==> config.mk <==
export PLATFORM = sky130hd
export DESIGN_NAME = regfile_write_arbiter_flat
export DESIGN_NICKNAME = d
export VERILOG_FILES = /design/src/rtl/regfile_write_arbiter_if.sv /design/src/rtl/regfile_write_arbiter.sv /design/src/flat_wrapper.sv
export SDC_FILE = /design/constraint.sdc
export NUM_CORES = 1
export LEC_CHECK = 0
export BUFFER_PORTS_ARGS = -buffer_cell sky130_fd_sc_hd__buf_2
export CAP_MARGIN = 30
export CORE_MARGIN = 1
export CORE_UTILIZATION = 50
export CTS_CLUSTER_DIAMETER = 80
export DETAILED_ROUTE_END_ITERATION = 12
export PLACE_DENSITY_LB_ADDON = 0.25
export SYNTH_ARGS = -nofsm -noshare
export SYNTH_HDL_FRONTEND = slang
export SYNTH_SLANG_ARGS = --single-unit
==> constraint.sdc <==
create_clock -name clk -period 6.1 [get_ports clk]
set_clock_uncertainty 0.15 [all_clocks]
set_input_delay 0.915 -clock clk [delete_from_list [all_inputs] [get_ports clk]]
set_output_delay 0.915 -clock clk [all_outputs]
set_load 0.05 [all_outputs]
==> src/rtl/regfile_write_arbiter_if.sv <==
// Requester/regfile write-port bundle for regfile_write_arbiter.
// master = requester/regfile side, slave = arbiter side.
interface regfile_write_arbiter_if #(
  parameter int NUM_REQ = 3,
  parameter int DATA_W  = 8,
  parameter int ADDR_W  = 3,
  parameter int GID_W   = (NUM_REQ > 1) ? $clog2(NUM_REQ) : 1
);
  logic [NUM_REQ-1:0]        req_valid;
  logic [NUM_REQ-1:0]        req_lock;
  logic [NUM_REQ*ADDR_W-1:0] req_dst;
  logic [NUM_REQ*DATA_W-1:0] req_data;
  logic [NUM_REQ-1:0]        req_ready;
  logic                      wr_en;
  logic [ADDR_W-1:0]         wr_dst;
  logic [DATA_W-1:0]         wr_data;
  logic [GID_W-1:0]          grant_id;
  logic                      locked;

  modport master (
    output req_valid, req_lock, req_dst, req_data,
    input  req_ready, wr_en, wr_dst, wr_data,
    input  grant_id, locked
  );

  modport slave (
    input  req_valid, req_lock, req_dst, req_data,
    output req_ready, wr_en, wr_dst, wr_data,
    output grant_id, locked
  );
endinterface

==> src/rtl/regfile_write_arbiter.sv <==
// Round-robin arbiter for the register-file write port.
// Define REGFILE_ARB_LOCK_EN to compile in burst locking with timeout.
module regfile_write_arbiter #(
  parameter int NUM_REQ      = 3,
  parameter int DATA_W       = 8,
  parameter int ADDR_W       = 3,
  parameter int LOCK_TIMEOUT = 15
) (
  input  logic                  clk,
  input  logic                  rst_n,
  regfile_write_arbiter_if.slave bus
);
  localparam int GID_W = (NUM_REQ > 1) ? $clog2(NUM_REQ) : 1;

  function automatic logic [GID_W-1:0] f_wrap(
    input logic [GID_W-1:0] p,
    input int               k
  );
    int s;
    s = int'(p) + k;
    if (s >= NUM_REQ) s = s - NUM_REQ;
    return GID_W'(s);
  endfunction

  function automatic logic [GID_W-1:0] f_inc(
    input logic [GID_W-1:0] v
  );
    return f_wrap(v, 1);
  endfunction

  logic [GID_W-1:0]   r_ptr;
  logic               r_wr_en;
  logic [ADDR_W-1:0]  r_wr_dst;
  logic [DATA_W-1:0]  r_wr_data;
  logic [GID_W-1:0]   r_gid;

  logic               w_hit;
  logic [GID_W-1:0]   w_win;
  logic [NUM_REQ-1:0] w_ready;
  logic [ADDR_W-1:0]  w_dst;
  logic [DATA_W-1:0]  w_data;

`ifdef REGFILE_ARB_LOCK_EN
  localparam int TO_W = $clog2(LOCK_TIMEOUT + 1);

  typedef enum logic {
    S_ARB,
    S_LOCKED
  } state_e;

  state_e             r_state;
  logic [GID_W-1:0]   r_owner;
  logic [TO_W-1:0]    r_cnt;
  logic               r_locked;
`else
  logic               w_unused;
  assign w_unused = ^{bus.req_lock, 32'(LOCK_TIMEOUT)};
`endif

  // First valid index at or after r_ptr; the lowest offset wins.
  always_comb begin
    w_hit = 1'b0;
    w_win = '0;
    for (int k = NUM_REQ - 1; k >= 0; k--) begin
      if (bus.req_valid[f_wrap(r_ptr, k)]) begin
        w_hit = 1'b1;
        w_win = f_wrap(r_ptr, k);
      end
    end
`ifdef REGFILE_ARB_LOCK_EN
    if (r_state == S_LOCKED) begin
      w_hit = bus.req_valid[r_owner];
      w_win = r_owner;
    end
`endif
  end

  always_comb begin
    w_ready = '0;
    if (w_hit) w_ready[w_win] = 1'b1;
  end

  always_comb begin
    w_dst  = bus.req_dst[int'(w_win)*ADDR_W +: ADDR_W];
    w_data = bus.req_data[int'(w_win)*DATA_W +: DATA_W];
  end

  always_ff @(posedge clk or negedge rst_n) begin
    if (!rst_n) begin
      r_ptr     <= '0;
      r_wr_en   <= 1'b0;
      r_wr_dst  <= '0;
      r_wr_data <= '0;
      r_gid     <= '0;
`ifdef REGFILE_ARB_LOCK_EN
      r_state   <= S_ARB;
      r_owner   <= '0;
      r_cnt     <= '0;
      r_locked  <= 1'b0;
`endif
    end else begin
      r_wr_en <= w_hit;
      if (w_hit) begin
        r_wr_dst  <= w_dst;
        r_wr_data <= w_data;
        r_gid     <= w_win;
      end
`ifdef REGFILE_ARB_LOCK_EN
      unique case (r_state)
        S_ARB: begin
          if (w_hit) begin
            r_ptr <= f_inc(w_win);
            if (bus.req_lock[w_win]) begin
              r_state  <= S_LOCKED;
              r_owner  <= w_win;
              r_cnt    <= '0;
              r_locked <= 1'b1;
            end
          end
        end
        S_LOCKED: begin
          if (w_hit) begin
            r_cnt <= '0;
            if (!bus.req_lock[w_win]) begin
              r_state  <= S_ARB;
              r_locked <= 1'b0;
              r_ptr    <= f_inc(r_owner);
            end
          end else if (r_cnt == TO_W'(LOCK_TIMEOUT - 1)) begin
            // Owner went quiet too long: hand the port back.
            r_state  <= S_ARB;
            r_locked <= 1'b0;
            r_cnt    <= '0;
            r_ptr    <= f_inc(r_owner);
          end else begin
            r_cnt <= r_cnt + 1'b1;
          end
        end
      endcase
`else
      if (w_hit) r_ptr <= f_inc(w_win);
`endif
    end
  end

  assign bus.req_ready = w_ready;
  assign bus.wr_en     = r_wr_en;
  assign bus.wr_dst    = r_wr_dst;
  assign bus.wr_data   = r_wr_data;
  assign bus.grant_id  = r_gid;
`ifdef REGFILE_ARB_LOCK_EN
  assign bus.locked    = r_locked;
`else
  assign bus.locked    = 1'b0;
`endif

endmodule

==> src/flat_wrapper.sv <==
// flat-port wrapper written by rule: the top's interface ports become plain ports
module regfile_write_arbiter_flat 
#(
  parameter int NUM_REQ      = 3,
  parameter int DATA_W       = 8,
  parameter int ADDR_W       = 3,
  parameter int LOCK_TIMEOUT = 15
)
  (clk, rst_n, bus_req_valid, bus_req_lock, bus_req_dst, bus_req_data, bus_req_ready, bus_wr_en, bus_wr_dst, bus_wr_data, bus_grant_id, bus_locked);
  regfile_write_arbiter_if #(.NUM_REQ(NUM_REQ), .DATA_W(DATA_W), .ADDR_W(ADDR_W)) bus_i ();
  input  logic clk;
  input  logic rst_n;
  input wire logic [$bits(bus_i.req_valid)-1:0] bus_req_valid;
  input wire logic [$bits(bus_i.req_lock)-1:0] bus_req_lock;
  input wire logic [$bits(bus_i.req_dst)-1:0] bus_req_dst;
  input wire logic [$bits(bus_i.req_data)-1:0] bus_req_data;
  output wire logic [$bits(bus_i.req_ready)-1:0] bus_req_ready;
  output wire logic [$bits(bus_i.wr_en)-1:0] bus_wr_en;
  output wire logic [$bits(bus_i.wr_dst)-1:0] bus_wr_dst;
  output wire logic [$bits(bus_i.wr_data)-1:0] bus_wr_data;
  output wire logic [$bits(bus_i.grant_id)-1:0] bus_grant_id;
  output wire logic [$bits(bus_i.locked)-1:0] bus_locked;
  assign bus_i.req_valid = bus_req_valid;
  assign bus_i.req_lock = bus_req_lock;
  assign bus_i.req_dst = bus_req_dst;
  assign bus_i.req_data = bus_req_data;
  assign bus_req_ready = bus_i.req_ready;
  assign bus_wr_en = bus_i.wr_en;
  assign bus_wr_dst = bus_i.wr_dst;
  assign bus_wr_data = bus_i.wr_data;
  assign bus_grant_id = bus_i.grant_id;
  assign bus_locked = bus_i.locked;
  regfile_write_arbiter #(.NUM_REQ(NUM_REQ), .DATA_W(DATA_W), .ADDR_W(ADDR_W), .LOCK_TIMEOUT(LOCK_TIMEOUT)) u_core (.clk(clk), .rst_n(rst_n), .bus(bus_i));
endmodule
==> results of run 1 <==
==> stage by stage <==
stage / cell area [µm²] / power [mW] / hold slack (ns) / utilization (%) / setup slack, ns
after floorplan: 1310 / 0.889 / 0.352 / - / 2.23
after global placement: 1520 / 0.972 / 0.305 / 61.2 / 2.35
after detailed placement: 1540 / 1.03 / 0.312 / 62.3 / 2.61
after CTS: 1580 / 1.10 / 0.334 / 63.7 / 2.43
after global routing: 1580 / 1.17 / 0.357 / 63.7 / 2.26
final: 1580 / 1.10 / 0.331 / 63.7 / 2.44
==> sequential cells by signal (all words and copies together), names as in the netlist <==
name                 count
u_core.bus.grant_id      2
u_core.bus.wr_data       8
u_core.bus.wr_dst        3
u_core.bus.wr_en         1
u_core.r_ptr             2
==> layout make-up <==
class / count / area (µm²)
inverters: 5 / 23.8
flip-flops and latches: 16 / 400
clock buffers: 4 / 36.3
well taps: 30 / 37.5
fillers: 212 / 898
multi-input cells: 94 / 783
repair buffers: 55 / 298
==> cell usage after synthesis (2+ instances only) <==
cell type,count
a21o_1,2
a221oi_1,2
a221oi_2,9
and2_1,11
and2b_1,2
buf_2,3
buf_4,3
buf_6,4
dfrtp_1,16
ha_1,3
inv_1,3
mux2i_1,3
nand2_1,11
nand3b_1,4
nor2_1,11
o21ai_0,2
o21ai_1,3
o31ai_1,6
o31ai_2,6
==> final timing paths <==
path / cells after the start / slack, ns / to
worst min-delay path: 2 / 0.33 / u_core.bus.wr_data[6]
worst max-delay path: 7 / 2.44 / bus_req_ready[1]
min in group asynchronous: 1 / 0.37 / u_core.bus.wr_data[6]
worst max register to register: 7 / 3.33 / u_core.bus.wr_data[1]
worst min register to register: 2 / 0.33 / u_core.bus.wr_data[6]
max in group asynchronous: 1 / 5.17 / u_core.bus.wr_data[0]
==> logic make-up after synthesis <==
kind of cell	synth area share, %
flip-flops	30.7
adder cells (fa/ha/maj)	2.88
buffers and inverters	9.30
AO/OA/AOI/OAI	33.1
AND/OR/NAND/NOR	20.6
other	0.287
multiplexers	3.16
==> power by group <==
group / internal (mW) / switching, mW / total [mW]
registers: 0.164 / 0.0264 / 0.190
clock network: 0.0364 / 0.0367 / 0.0731
logic: 0.285 / 0.547 / 0.832
==> critical path, cell delays in order, from the launching register on <==
cell and delay [ns]:
dfrtp_1 0.43, inv_1 0.07, ha_1 0.40, mux2i_1 0.29
o2111ai_1 0.17, nand2b_2 0.42, a21oi_2 0.24, buf_2 0.28
==> routing by layer <==
layer	routed length [µm]	vias up	GRT usage [%]
li1	-	559	-
met1	1350	550	30.0
met2	1440	30	39.2
met3	143	4	3.16
met4	61	0	11.0
met5	0	-	0
==> PnR_summary.wiki, run 1 <==
{| class="wikitable"
! Metric !! Value
|-
| Run status || complete, but fails checks
|-
| Failing checks || DRC
|-
| Count of pins over their slew limit || 0
|-
| Hold path startpoint || u_core.bus.wr_data[6]
|-
| Number of design rule violations left after detail routing || 2
|-
| Top FF cell, synth || dfrtp_1
|-
| Kind of start point of the critical path || register
|-
| Total of flip-flops plus latches after synthesis || 16
|-
| Die Footprint || between 2000 and 3000 µm²
|-
| Critical path arrival || 2.59 ns
|-
| Max-capacitance violation count || 0
|-
| Post-synthesis cell area || approximately 1300 µm²
|-
| Maximum resistive drop on vdd || 0.469 mV
|-
| Longest Clk Path Bufs || 2
|-
| Area growth from synthesis to final layout || 21.0%
|-
| First-pass DRT Iterations || 8
|-
| Worst hold-check path type || reg -> reg
|-
| Number of levels in the clock H-tree || 1
|-
| Worst-skew pair later-pin latency || slightly below 0.3 ns
|-
| Synthesized instance count || about 130
|-
| Total instance count after detailed placement || 200
|-
| Total power density per cell area || 694 nW/µm²
|-
| TritonCTS sink count || 16
|-
| Minimum clock period after layout || 3.66 ns
|-
| Count of unique library cells instantiated by Yosys || just over 40
|-
| Kind of critical path || reg -> out
|-
| Global placer's final weighted congestion || 0.710
|-
| Average wire length per cell after detail routing || ~15 µm
|-
| Net count of the mapped netlist || 170
|-
| Number of nets in the layout || around 220
|-
| Synth Warn # || 0
|-
| Fraction of final layout cells sized beyond drive strength 1 || between 50% and 60%
|-
| Commonest cells after routing, fill and taps aside || buf_2 (54), dfrtp_1 (16), and2_1 (11), nor2_1 (11), nand2_1 (11)
|-
| Sort of element at the end of the critical path || output pin
|-
| Floorplan die width || ~53 µm
|-
| Number of vias per cell || around 5.6
|-
| Number of synthesized flops with an enable pin || 0
|-
| Syn_area_per_cell || approximately 10 µm²
|-
| Initial core utilization || a little over half
|-
| Clock-pin slew on the worst setup and hold paths || about 0.10 ns
|-
| Highest clock rate || between 200 and 300 MHz
|-
| Number of global-route vias before repair || 1061
|-
| Largest net degree at the start of global routing || 22
|-
| Drt first-iter violations || 22
|-
| Height of the die || approximately 53 µm
|-
| Headroom to the max-slew limit || 45.5%
|-
| CTS Buf Count || 3
|-
| Hpwl dp || between 2000 and 2500 µm
|-
| Post-layout instance count excluding filler cells || a little over 200
|-
| Setup Fix Bufs, Post-CTS || 0
|-
| Number of antenna violations at the first check in global routing || 0
|-
| Final Hold Violating Endpoints || 0
|-
| Total setup violations reported at the end of the flow || 0
|-
| Total number of vias || ~1100
|-
| Accumulated negative setup slack || 0 ns
|-
| Top cell type's share of synthesized area || between 30% and 40%
|-
| Worst Tran Pin Value || around 0.8 ns
|-
| Unrepaired setup endpoints after global routing || false
|-
| Leak Pwr || about 0.72 nW
|-
| # diodes || 0
|-
| Required time worst endpoint || 5.03 ns
|-
| Antenna violation net count after detailed routing || 0
|-
| FFs w/ async S/R, synth || 100%
|-
| Most common library cell in the layout ignoring fill and taps || buf_2
|-
| Core area || roughly 2500 µm²
|-
| Largest area contributor in the synthesized netlist || dfrtp_1
|-
| Congestion Overflow GR || 0
|-
| I/O Pins || about 60
|-
| GR Util All Layers || 23.6%
|-
| Proportion of synthesized chip area in sequential cells || a little under a third
|-
| Wire length of the first global-routing pass || between 4000 and 5000 µm
|-
| Top fanout value on the critical path || 12
|-
| Worst r2r src || u_core.r_ptr[0]
|-
| CTS tree || yes
|-
| Post-cts sizing count || 0
|-
| Largest cells by area after synthesis || dfrtp_1 (31%), a221oi_2 (10%), o31ai_2 (5.8%)
|-
| CTS Root Buffer Type || clkbuf_4
|-
| Critical Path Source || u_core.r_ptr[1]
|-
| Number of buffers inserted for hold repair after clock tree synthesis || 0
|-
| Overall routed net length || around 3000 µm
|-
| Number of rows created at floorplan || 18
|-
| Portion of the clock cycle consumed by the worst path in the final layout || between 50% and 60%
|-
| Port buffer count || 54
|}
Note: power is estimated with default switching activity, not from simulation.
==> inputs of run 2 (changes only) <==
Settings changed: CORE_UTILIZATION 50 to 42.
Clock period 6.1 ns to 3.35 ns, I/O delays scaled along.
==> run 2 against run 1 <==
  * The run still ends with DRC left
  * Worst setup slack got worse by 2.2 ns
  * Sequential cell count unchanged
  * Die area rose by 18%
  * Clock power up 74%
  * Global-route usage is 3.7 points lower
  * Final area rose by 1.2%
  * Register-to-register slack lost 2.6 ns
  * First-iteration DRC count increased to 2.7 times the previous value
  * Combinational power increased by 81%
  * Critical endpoint unchanged
  * Highest routed layer unchanged
==> PnR_summary.wiki, run 2 (synthesized netlist as in run 1, its figures left out) <==
{| class="wikitable"
! Metric !! Value
|-
| Core Util, Final || 56.0%
|-
| Total number of vias || ~1100
|-
| # diodes || 0
|-
| Cells traversed along the worst timing path || inv_1 -> ha_1 -> and2b_1 -> o221ai_2 -> o311a_4 -> inv_6 -> a21oi_2 -> buf_2
|-
| Switching power || 1.11 mW
|-
| First-pass DRT Iterations || 8
|-
| Unrepaired setup endpoints after global routing || false
|-
| Number of vias per cell || approximately 5.4
|-
| Global placer's final weighted congestion || between 0.7 and 0.8
|-
| Highest clock rate || 317 MHz
|-
| Longest Clk Path Bufs || 2
|-
| Leak Pwr || approximately 0.73 nW
|-
| Accumulated negative setup slack || 0 ns
|-
| Commonest cells after routing, fill and taps aside || buf_2 (54), dfrtp_1 (16), and2_1 (11), nor2_1 (11), nand2_1 (11)
|-
| CTS tree || yes
|-
| Floorplan die width || between 50 and 60 µm
|-
| Net Sw Frac || around 56%
|-
| CTS Buf Count || 3
|-
| Crit-path max cell delay || 0.43 ns
|-
| Height of the die || a little under 60 µm
|-
| Setup Fix Bufs, Post-CTS || 0
|-
| Kind of critical path || reg -> out
|-
| Number of global-route vias before repair || 1152
|-
| Gate power share || roughly three quarters
|-
| Number of levels in the clock H-tree || 1
|-
| Critical path arrival || ~2.5 ns
|-
| Portion of the clock cycle consumed by the worst path in the final layout || between 90% and 100%
|-
| Hpwl dp || 2250 µm
|-
| Cell internal power dissipation || 866 µW
|-
| Congestion Overflow GR || 0
|-
| Number of nets in the layout || ~220
|-
| Number of design rule violations left after detail routing || 5
|-
| Antenna violation net count after detailed routing || 0
|-
| Max reg flops || 8
|-
| Worst hold-check path type || reg -> reg
|-
| Fraction of final layout cells sized beyond drive strength 1 || between 50% and 60%
|-
| Largest net degree at the start of global routing || 28
|-
| TritonCTS sink count || 16
|-
| Number of antenna violations at the first check in global routing || 0
|-
| Total power density per cell area || 1240 nW/µm²
|-
| Run status || complete, but fails checks
|-
| Port buffer count || 54
|-
| Register cell area after layout || roughly 400 µm²
|-
| Max-capacitance violation count || 0
|-
| Clock-pin slew on the worst setup and hold paths || ~0.090 ns
|-
| CTS Root Buffer Type || clkbuf_4
|-
| Sort of element at the end of the critical path || output pin
|-
| Part of the total power dissipated in the clock network || 6.4%
|-
| Required time worst endpoint || 2.70 ns
|-
| Kind of start point of the critical path || register
|-
| Failing checks || DRC
|-
| Worst-skew pair later-pin latency || between 0.2 and 0.3 ns
|-
| Most common library cell in the layout ignoring fill and taps || buf_2
|-
| Drt first-iter violations || 59
|-
| GR Util All Layers || approximately a fifth
|-
| Overall routed net length || 3100 µm
|-
| Wire length of the first global-routing pass || 5130 µm
|-
| Slowest cell on the critical path || ha_1
|-
| I/O Pins || 59
|-
| Total setup violations reported at the end of the flow || 0
|-
| Average wire length per cell after detail routing || 14.8 µm
|-
| Minimum clock period after layout || ~3.2 ns
|-
| Area growth from synthesis to final layout || 22.4%
|-
| Maximum resistive drop on vdd || 0.566 mV
|-
| Count of pins over their slew limit || 0
|-
| Initial core utilization || a little under half
|-
| Fill cell count || approximately 260
|-
| Top fanout value on the critical path || 17
|-
| Core area || between 2000 and 3000 µm²
|-
| Multi-input logic area || ~800 µm²
|-
| Die Footprint || about 3300 µm²
|-
| Final Hold Violating Endpoints || 0
|-
| Share of total power in sequential cells || about 18%
|-
| Number of rows created at floorplan || 19
|}
[run 2: routing by layer]
metal	part of all wire, %	vias to the layer above	global-route usage [%]
met5	0	-	0
met2	49	35	34.7
met3	4.9	2	1.56
met1	45	525	25.1
li1	-	565	-
met4	0.87	0	9.18
[run 2: area by class of cell]
| cell class | instances | share of cell area [%] |
|---|---|---|
| Timing Repair Buffer | 59 | 19.4 |
| Inverter | 5 | 1.49 |
| Tap cell | 31 | 2.43 |
| Sequential cell | 16 | 25.1 |
| Clock buffer | 4 | 2.27 |
| Multi-Input combinational cell | 94 | 49.3 |
[run 2: repair_timing]
| item | 4_1_cts | 5_1_grt |
|---|---|---|
| hold endpoints to repair | 16 | 0 |
| hold buffers | 1 | 0 |
| endpoints found under the setup margin | 0 | 0 |
| gates resized for setup | 0 | 0 |
[run 2: path summary, 6_finish.rpt]
kind | cells after the start | to | slack, ns | start
min reg2reg | 2 | u_core.bus.wr_dst[2] | 0.33 | u_core.bus.wr_dst[2]
max | 8 | bus_req_ready[1] | 0.20 | u_core.r_ptr[0]
min in group asynchronous | 2 | u_core.bus.wr_data[6] | 0.51 | rst_n
max reg2reg | 8 | u_core.bus.wr_data[3] | 0.71 | u_core.r_ptr[1]
min | 2 | u_core.bus.wr_dst[2] | 0.33 | u_core.bus.wr_dst[2]
max in group asynchronous | 2 | u_core.bus.wr_data[5] | 2.28 | rst_n
[run 2: through the flow]
stage / cell area [µm²] / hold WS, ns / setup slack (ns) / instances / power, mW
after floorplan: 1310 / 0.0569 / 0.403 / 126 / 1.63
after global placement: 1550 / 0.289 / 0.583 / 204 / 1.82
after detailed placement: 1550 / 0.285 / 0.532 / 204 / 1.86
after CTS: 1600 / 0.335 / 0.198 / 209 / 1.99
after global routing: 1600 / 0.345 / 0.0368 / 209 / 2.11
final: 1600 / 0.331 / 0.199 / 209 / 1.98
[run 2: power by group through the flow]
stage	combinational, mW	sequential, mW	clock, mW
2_1_floorplan	0.992	0.636	0
3_3_place_gp	1.47	0.346	0
3_5_place_dp	1.51	0.349	0
4_1_cts	1.51	0.345	0.131
5_1_grt	1.62	0.356	0.138
6_report	1.51	0.345	0.127
[run 2: worst max-delay path, delay by kind of cell (launching register included)]
| kind | cells | cell delay [ns] |
|---|---|---|
| DFF | 1 | 0.38 |
| AOI/OAI and AO/OA | 3 | 0.68 |
| adders and majority gates | 1 | 0.43 |
| buffers and inverters | 3 | 0.48 |
| and+or+nand+nor | 1 | 0.24 |
==> inputs of run 3 (changes only) <==
Settings changed: RECOVER_POWER set to 25.
==> run 3 against run 2 <==
  * First-iteration DRC count stayed put
  * Worst setup slack did not move
  * Via count stayed put
  * Combinational power is essentially flat
  * Total power about the same
  * The flow still finishes with violations (DRC)
  * Global-route usage did not move
  * Die area is the same
  * Critical path depth is the same
  * Critical path type unchanged
==> PnR_summary.wiki, run 3 (synthesized netlist as in run 1, its figures left out) <==
{| class="wikitable"
! Metric !! Value
|-
| Sort of element at the end of the critical path || output pin
|-
| Final Hold Violating Endpoints || 0
|-
| Crit-path max cell delay || roughly 0.43 ns
|-
| Longest Clk Path Bufs || 2
|-
| Kind of critical path || reg -> out
|-
| Wire length of the first global-routing pass || slightly above 5000 µm
|-
| Hpwl dp || approximately 2300 µm
|-
| Kind of start point of the critical path || register
|-
| CTS Root Buffer Type || clkbuf_4
|-
| Drt first-iter violations || approximately 60
|-
| Number of rows created at floorplan || 19
|-
| CTS Buf Count || 3
|-
| Area growth from synthesis to final layout || 22.3%
|-
| GR Util All Layers || between 10% and 20%
|-
| Total setup violations reported at the end of the flow || 0
|-
| Floorplan die width || a little under 60 µm
|-
| Core area || roughly 2900 µm²
|-
| Slowest cell on the critical path || ha_1
|-
| Total power density per cell area || roughly 1200 nW/µm²
|-
| Overall routed net length || 3090 µm
|-
| Post-cts sizing count || 0
|-
| Commonest cells after routing, fill and taps aside || buf_2 (53), dfrtp_1 (16), and2_1 (11), nor2_1 (11), nand2_1 (11)
|-
| Number of levels in the clock H-tree || 1
|-
| Number of design rule violations left after detail routing || 5
|-
| Highest clock rate || 317 MHz
|-
| Headroom to the max-slew limit || a little over two fifths
|-
| Portion of the clock cycle consumed by the worst path in the final layout || a little over nine tenths
|-
| Initial core utilization || between 40% and 50%
|-
| Number of vias per cell || 5.39
|-
| Average wire length per cell after detail routing || about 15 µm
|-
| Worst Tran Pin Value || between 0.8 and 0.9 ns
|-
| Clock-pin slew on the worst setup and hold paths || roughly 0.09 ns
|-
| Fraction of final layout cells sized beyond drive strength 1 || about half
|-
| Required time worst endpoint || approximately 2.7 ns
|-
| # diodes || 0
|-
| Core Util, Final || a little under three fifths
|-
| Minimum clock period after layout || approximately 3.2 ns
|-
| Largest net degree at the start of global routing || 28
|-
| Cells traversed along the worst timing path || inv_1 -> ha_1 -> and2b_1 -> o221ai_2 -> o311a_4 -> inv_6 -> a21oi_2 -> buf_2
|-
| Finished Cell Area || 1600 µm²
|-
| Number of nets in the layout || approximately 220
|-
| Worst-skew pair later-pin latency || roughly 0.28 ns
|-
| Maximum resistive drop on vdd || 0.566 mV
|-
| TritonCTS sink count || 16
|-
| Routed length on met3 || approximately 150 µm
|-
| Count of pins over their slew limit || 0
|-
| Uppermost layer routed || met4
|-
| CTS tree || yes
|-
| Unrepaired setup endpoints after global routing || false
|-
| Fill cell count || approximately 260
|-
| Worst hold-check path type || reg -> reg
|-
| Number of antenna violations at the first check in global routing || 0
|-
| Most common library cell in the layout ignoring fill and taps || buf_2
|-
| Power after layout || about 2 mW
|-
| Slack of the critical path || around 0.2 ns
|-
| Height of the die || 57.7 µm
|-
| Routed length on met1 || about 1400 µm
|-
| Met2 wire len || 1530 µm
|-
| Port buffer count || between 50 and 60
|-
| Instance area at placement || ~1600 µm²
|-
| Run status || complete, but fails checks
|-
| Number of global-route vias before repair || 1152
|-
| Max-capacitance violation count || 0
|-
| Worst-case setup slack after placement || 0.532 ns
|-
| Max reg flops || 8
|-
| Failing checks || DRC
|-
| Total number of vias || 1127
|-
| Global placer's final weighted congestion || about 0.74
|-
| Antenna violation net count after detailed routing || 0
|-
| Die Footprint || about 3300 µm²
|-
| Register cell area after layout || 400 µm²
|-
| Multi-input logic area || ~790 µm²
|-
| Congestion Overflow GR || 0
|-
| Top fanout value on the critical path || 17
|-
| First-pass DRT Iterations || 8
|-
| Accumulated negative setup slack || 0 ns
|-
| Critical path arrival || around 2.5 ns
|-
| Leak Pwr || 0.731 nW
|-
| I/O Pins || ~60
|}
==> run 3: changes by cell type in the layout (fill, tap and decap cells not counted) <==
cell and change:
clkbuf_1 +1, buf_2 -1
==> run 3: path summary, 6_finish.rpt <==
| check | start | end | slack, ns | cells past startpoint |
|---|---|---|---|---|
| setup / recovery | u_core.r_ptr[0] | bus_req_ready[1] | 0.20 | 8 |
| hold / removal | u_core.bus.wr_dst[2] | u_core.bus.wr_dst[2] | 0.33 | 2 |
| setup reg to reg | u_core.r_ptr[1] | u_core.bus.wr_data[3] | 0.71 | 8 |
| hold reg to reg | u_core.bus.wr_dst[2] | u_core.bus.wr_dst[2] | 0.33 | 2 |
| max in group asynchronous | rst_n | u_core.bus.wr_data[5] | 1.82 | 2 |
| min in group asynchronous | rst_n | u_core.bus.wr_data[6] | 0.69 | 2 |
==> run 3: timing repair <==
| action | CTS | global route |
|---|---|---|
| hold endpoints to repair | 16 | 0 |
| buffers inserted | 0 | 0 |
| hold buffers | 1 | 0 |
==> run 3: cell type report <==
type	count	area share, %
Sequential cell	16	25.1
Inverter	5	1.49
Timing Repair Buffer	59	19.4
Tap cell	31	2.43
Multi-Input combinational cell	94	49.4
Clock buffer	4	2.27
==> run 3: layer usage <==
layer / global-route usage [%] / vias up
met3: 1.56 / 2
met1: 25.1 / 525
li1: - / 565
met2: 34.7 / 35
met4: 9.18 / 0
met5: 0 / -
==> run 3: metrics by stage <==
step	hold slack [ns]	cells
floorplan	0.0569	126
global placement	0.289	204
detailed placement	0.285	204
CTS	0.335	209
global route	0.345	209
finish	0.331	209
==> run 3: critical path: cells and delay by family (launching register included) <==
family / cells / cell delay (ns)
buffers and inverters: 3 / 0.48
AOI/OAI and AO/OA: 3 / 0.68
and+or+nand+nor: 1 / 0.24
adders and majority gates: 1 / 0.43
DFF: 1 / 0.38
==> run 3: report_power, final <==
group	internal [mW]	switching, mW	total [mW]
Combinational	0.501	1.00	1.51
Clock	0.0661	0.0605	0.127
Sequential	0.298	0.0471	0.345
Total	0.866	1.11	1.98
